`config.mk`:
```
export PLATFORM = sky130hd
export DESIGN_NAME = stage_mem_to_wb
export DESIGN_NICKNAME = d
export VERILOG_FILES = /design/src/rtl/arm_pkg.sv /design/src/rtl/wb_retire_counter.sv /design/src/rtl/stage_mem_to_wb.sv
export SDC_FILE = /design/constraint.sdc
export NUM_CORES = 1
export LEC_CHECK = 0
export BUFFER_PORTS_ARGS = -buffer_cell sky130_fd_sc_hd__buf_2
export CAP_MARGIN = 20
export CORE_AREA = 2 2 93 95
export CTS_BUF_LIST = sky130_fd_sc_hd__clkbuf_16
export DETAILED_ROUTE_END_ITERATION = 10
export DIE_AREA = 0 0 95 97
export PLACE_DENSITY = 0.77
export SLEW_MARGIN = 5
export SYNTH_ARGS = -nofsm -noshare
export SYNTH_HDL_FRONTEND = slang
export SYNTH_HIERARCHICAL = 1
export SYNTH_SLANG_ARGS = --single-unit
```
`constraint.sdc`:
```
create_clock -name clk -period 1.8 [get_ports clk]
set_input_delay 0.18 -clock clk [delete_from_list [all_inputs] [get_ports clk]]
set_output_delay 0.18 -clock clk [all_outputs]
set_load 0.02 [all_outputs]
```
`src/rtl/arm_pkg.sv`:
```
// Shared definitions for the ARM core pipeline: datapath defaults and write-back FSM states.
package arm_pkg;

    localparam int ARM_DATA_W     = 32;
    localparam int ARM_REG_ADDR_W = 4;

    typedef enum logic [1:0] {
        WB_EMPTY = 2'd0,
        WB_FRESH = 2'd1,
        WB_STALE = 2'd2
    } wb_state_e;

    // Only an unfrozen edge can change the held entry; a frozen FRESH entry goes STALE.
    function automatic wb_state_e wb_next_state(
        input wb_state_e cur,
        input logic      freeze,
        input logic      valid
    );
        wb_state_e nxt;
        nxt = cur;
        if (!freeze) begin
            nxt = valid ? WB_FRESH : WB_EMPTY;
        end else if (cur == WB_FRESH) begin
            nxt = WB_STALE;
        end
        return nxt;
    endfunction

endpackage

```
`src/rtl/wb_retire_counter.sv`:
```
// Saturating retired-instruction counter with asynchronous active-low clear.
module wb_retire_counter #(
    parameter int CNT_W = 32
) (
    input  logic             clk,
    input  logic             rst,
    input  logic             inc,
    output logic [CNT_W-1:0] count
);

    logic [CNT_W-1:0] count_q;
    logic [CNT_W-1:0] count_d;

    always_comb begin
        count_d = count_q;
        if (inc && (count_q != {CNT_W{1'b1}})) begin
            count_d = count_q + CNT_W'(1);
        end
    end

    always_ff @(posedge clk or negedge rst) begin
        if (!rst) begin
            count_q <= '0;
        end else begin
            count_q <= count_d;
        end
    end

    assign count = count_q;

endmodule

```
`src/rtl/stage_mem_to_wb.sv`:
```
// MEM->WB pipeline register and write-back stage with write-once-under-freeze and retire count.
// Optional WB_TRACE_EN adds the trace_instr port and a simulation write-back trace.
//
// state    | meaning
// WB_EMPTY | no instruction held (bubble or after reset)
// WB_FRESH | instruction captured on the last edge; writes the register file this cycle
// WB_STALE | instruction already written once; held while the pipeline is frozen
module stage_mem_to_wb
    import arm_pkg::*;
#(
    parameter int DATA_W     = ARM_DATA_W,
    parameter int REG_ADDR_W = ARM_REG_ADDR_W,
    parameter int CNT_W      = 32
) (
    input  logic                  clk,
    input  logic                  rst,
    input  logic                  freeze,
    input  logic                  valid_in,
    input  logic                  wb_en_in,
    input  logic                  mem_read_en_in,
    input  logic [DATA_W-1:0]     alu_res_in,
    input  logic [DATA_W-1:0]     data_mem_in,
    input  logic [REG_ADDR_W-1:0] dest_in,
    input  logic [31:0]           instruction_in,
`ifdef WB_TRACE_EN
    output logic [31:0]           trace_instr,
`endif
    output logic                  wb_en_out,
    output logic [REG_ADDR_W-1:0] wb_dest_out,
    output logic [DATA_W-1:0]     wb_value_out,
    output logic [CNT_W-1:0]      retired_count
);

    wb_state_e             state_q, state_d;
    logic                  wb_en_out_q, wb_en_out_d;
    logic [REG_ADDR_W-1:0] dest_q, dest_d;
    logic [DATA_W-1:0]     value_q, value_d;
    logic                  retire_inc;

    always_comb begin
        state_d     = wb_next_state(state_q, freeze, valid_in);
        dest_d      = dest_q;
        value_d     = value_q;
        wb_en_out_d = 1'b0;
        if (!freeze) begin
            dest_d      = dest_in;
            value_d     = mem_read_en_in ? data_mem_in : alu_res_in;
            wb_en_out_d = valid_in & wb_en_in;
        end
    end

    // The write enable is registered so a held entry never writes twice.
    always_ff @(posedge clk or negedge rst) begin
        if (!rst) begin
            state_q     <= WB_EMPTY;
            wb_en_out_q <= 1'b0;
            dest_q      <= '0;
            value_q     <= '0;
        end else begin
            state_q     <= state_d;
            wb_en_out_q <= wb_en_out_d;
            dest_q      <= dest_d;
            value_q     <= value_d;
        end
    end

    // Count on the edge that enters FRESH, so the count tracks cycles spent in FRESH.
    assign retire_inc = (state_d == WB_FRESH);

    wb_retire_counter #(
        .CNT_W (CNT_W)
    ) u_retire_counter (
        .clk   (clk),
        .rst   (rst),
        .inc   (retire_inc),
        .count (retired_count)
    );

    assign wb_en_out    = wb_en_out_q;
    assign wb_dest_out  = dest_q;
    assign wb_value_out = value_q;

`ifdef WB_TRACE_EN
    logic [31:0] instr_q;

    always_ff @(posedge clk or negedge rst) begin
        if (!rst) begin
            instr_q <= '0;
        end else if (!freeze) begin
            instr_q <= instruction_in;
        end
    end

    assign trace_instr = instr_q;

`ifndef SYNTHESIS
    always @(posedge clk) begin
        if (rst && (state_q == WB_FRESH) && wb_en_out_q) begin
            $display("WB %h r%0d=%h", instr_q, dest_q, value_q);
        end
    end
`endif
`else
    logic unused_instr;
    assign unused_instr = ^instruction_in;
`endif

endmodule
```
==> results.tsv <==
stage	metric	value	unit
worst_setup_path	worstReg2RegStart	u_retire_counter/count[23]	
run_status	status	finished with violations	
synthesis	synth_simple_gate_area_share	18.0	%
route	dr.first_iter.drc_count	68	
power	ir_drop	540	µV
synthesis	yosys.area_share.xor_xnor	7.69	%
timing	fmax	555	MHz
grt	grt_first_pass_wirelength	12900	µm
cells_and_area	layout-drive-gt1-share	49.8	%
timing	finalCriticalPeriod	1.80	ns
worst_setup_path	critPathCaptureType	flip-flop	
grt	first_global_vias	2808	
route	drc	0	
run_status	violations	setup timing	
grt	antenna_found_initial	0	
power	power_switching	1270	µW
die	die_h	97	µm
synthesis	yosys.area_share.adder	0.379	%
power	powerDensity	948	nW/µm²
die	fp-row-count	33	
cts	h-tree-depth	3	
place	gp_congestion	0.833	
cells_and_area	fin_util	59.3	%
synthesis	synth-seq-cells	69	
place	pre_cts_ws	0.0257	ns
synthesis	avgSynthCellArea	11.0	µm²
die	fp.dieArea	9220	µm²
place	dp.cells	577	
grt	grt_usage	17.4	%
route	wl	8280	µm
cts	cts_num_sinks	69	
worst_setup_path	arrival	2.01	ns
synthesis	synth.yosys.seq_area_share	52.3	%
power	combPwrFrac	19.5	%
synthesis	muxShareOfSynthArea	11.7	%
synthesis	synth_compound_area_share	6.44	%
cts	clkTransAtPathRegs	0.06	ns
route	avgRoutedWirePerCell	13.9	µm
cells_and_area	diodes	0	
place	place_hpwl	6010	µm
power	power_switching_share	27.9	%
cells_and_area	fillers	702	
hold_path	min_path_type	primary input to flip-flop	
power	p_clk_share	40.4	%
power	leakage	0.00247	µW
timing	hold_viol_final	0	
cts	cts_buffer_depth	2	
cells_and_area	layout_commonest_cell	buf_2	
place	portBuffers	142	
synthesis	yosysWarnings	6	
die	start_util	40.6	%
cells_and_area	multi_input_area	1530	µm²
cts	cts_tree	done	
cts	cts-root-buf	clkbuf_16	
worst_setup_path	crit_type	flip-flop to flip-flop	
timing	timing.final.ws_setup	-0.00253	ns
grt	overflow	0	
cells_and_area	final_cell_mix	142 x buf_2, 47 x nand2_1, 47 x dfrtp_1, 42 x buf_4, 32 x mux2i_1	
route	drt_pass1_iterations	4	
cells_and_area	seq_area	1750	µm²
synthesis	synth_top_family_by_area	simple AND/OR/NAND/NOR gates	
worst_setup_path	cp-start-kind	flip-flop	
hold_path	hp-start	wb_en_in	
synthesis	synth_nets	408	
cells_and_area	nets	594	
grt	grt_max_degree	70	
timing	period_share	100	%
cts	clk-insertion-delay-late	0.33	ns
power	intPower	3300	µW
worst_setup_path	required	2.01	ns
die	die_x	95	µm
synthesis	netlist_instances	301	
timing	slew_headroom	60.0	%
timing	final-setup-viol-count	1	
timing	tns	-0.00253	ns
die	coreArea	8130	µm²
timing	tightest_slew	0.599	ns
route	routed_via_density	4.98	
route	drtAntennaViolNets	0	
worst_setup_path	critPathLaunch	u_retire_counter/count[23]	
timing	rsz0062_at_grt	true	
timing	maxSlewViolCount	0	
route	vias	2975	
die	pin_count	175	
cells_and_area	syn2layout_area_growth	46.1	%
power	seq_power_share	40.1	%
cells_and_area	final_cells	597	
worst_setup_path	crit_fanout	5	
synthesis	synth_cell_types	37	
cts	numCtsBuffers	9	
timing	finClkSkew	0.00668	ns
run	cap_violations	0	
synthesis	synth.cell_area	3300	µm²
worst max-delay path, cell delays in order, from the launching register on:
cell and delay, ns:
dfrtp_1 0.35, nand4_1 0.19, nor4_4 0.46, nand2_2 0.13, o31ai_4 0.23, mux2_4 0.32
per-stage QoR:
stage / instance area, µm² / power, µW / hold WS [ns]
CTS: 4750 / 4620 / 0.0563
global placement: 4420 / 2710 / 0.227
floorplan: 3350 / 2340 / -0.116
global route: 4830 / 4800 / 0.0801
detailed placement: 4420 / 2740 / 0.234
finish: 4830 / 4570 / 0.0634
path summary, 6_finish.rpt:
check / to / slack (ns) / cells past startpoint
hold / removal: wb_en_out / 0.06 / 2
hold reg to reg: wb_value_out[2] / 0.48 / 2
setup reg to reg: u_retire_counter/count[1] / -0.003 / 5
max in group asynchronous: u_retire_counter/count[17] / 1.09 / 3
setup / recovery: u_retire_counter/count[1] / -0.003 / 5
min in group asynchronous: wb_value_out[19] / 0.41 / 3
repair_timing:
| item | CTS | global route |
|---|---|---|
| buffers inserted | 0 | 3 |
| hold buffers | 1 | 0 |
| gates resized for setup | 0 | 10 |
| setup endpoints to repair | 0 | 25 |
| hold endpoints to repair | 69 | 0 |
cells in the mapped netlist:
master | n | area (µm²)
and2_1 | 1 | 6.26
nand4_1 | 15 | 93.8
buf_4 | 3 | 22.5
nand4_2 | 1 | 12.5
nand3_1 | 15 | 75.1
nor4_2 | 1 | 12.5
nor3_2 | 2 | 20.0
nand2_2 | 1 | 6.26
buf_6 | 2 | 22.5
nor4_4 | 1 | 21.3
mux2_1 | 1 | 11.3
xor2_1 | 5 | 43.8
o211ai_1 | 2 | 15.0
nand3b_1 | 1 | 7.51
nor3_1 | 3 | 15.0
xnor2_1 | 24 | 210
and3_1 | 2 | 12.5
buf_2 | 1 | 5.00
buf_8 | 3 | 45.0
nor4_1 | 3 | 18.8
ha_1 | 1 | 12.5
a31oi_1 | 1 | 6.26
and4_1 | 4 | 35.0
inv_1 | 1 | 3.75
nand2_1 | 48 | 180
nand3_2 | 1 | 10.0
dfrtp_1 | 69 | 1730
mux2_2 | 5 | 56.3
mux2i_1 | 32 | 320
or4_4 | 2 | 22.5
o21ai_1 | 30 | 150
a21oi_1 | 2 | 10.0
nor2_1 | 9 | 33.8
nor2b_1 | 2 | 12.5
o31ai_4 | 1 | 21.3
clkbuf_1 | 4 | 15.0
o21ai_0 | 2 | 10.0
sequential cells by signal, summed over array words and instances, names as in the netlist:
| name | cells |
|---|---|
| wb_dest_out | 4 |
| u_retire_counter/count | 32 |
| wb_en_out | 1 |
| wb_value_out | 32 |
routing by layer:
metal	track usage [%]	wire length (µm)	vias to the layer above	share of wire, %
met5	0	0	-	0
met4	7.13	189	0	2.3
met3	3.97	707	20	8.5
met2	29.0	3900	123	47
met1	21.7	3490	1393	42
li1	-	-	1439	-
power by group through the flow:
stage                     Combinational, µW  Sequential (µW)  Clock (µW)
after floorplan                         277             2060           0
after global placement                  855             1850           0
after detailed placement                880             1860           0
after CTS                               883             1840        1900
after global routing                    973             1860        1970
final                                   891             1840        1850
cells by family (layout without fill, tap and decap cells):
kind of cell,count (synthesis),after routing
AND/OR/NAND/NOR,112,112
multiplexers,38,38
adder cells (fa/ha/maj),1,1
buffers and inverters,14,205
flip-flops,69,69
XOR/XNOR,29,29
AO/OA/AOI/OAI,38,38
area by class of cell:
cell class              instances  area share, %
flip-flops and latches         69           36.3
multi-input cells             218           31.8
repair buffers                188           22.5
clock buffers                   9           4.67
well taps                     105           2.72
clock inverters                 7           1.87
inverters                       1         0.0778
Power figures use the tool's default switching activity.
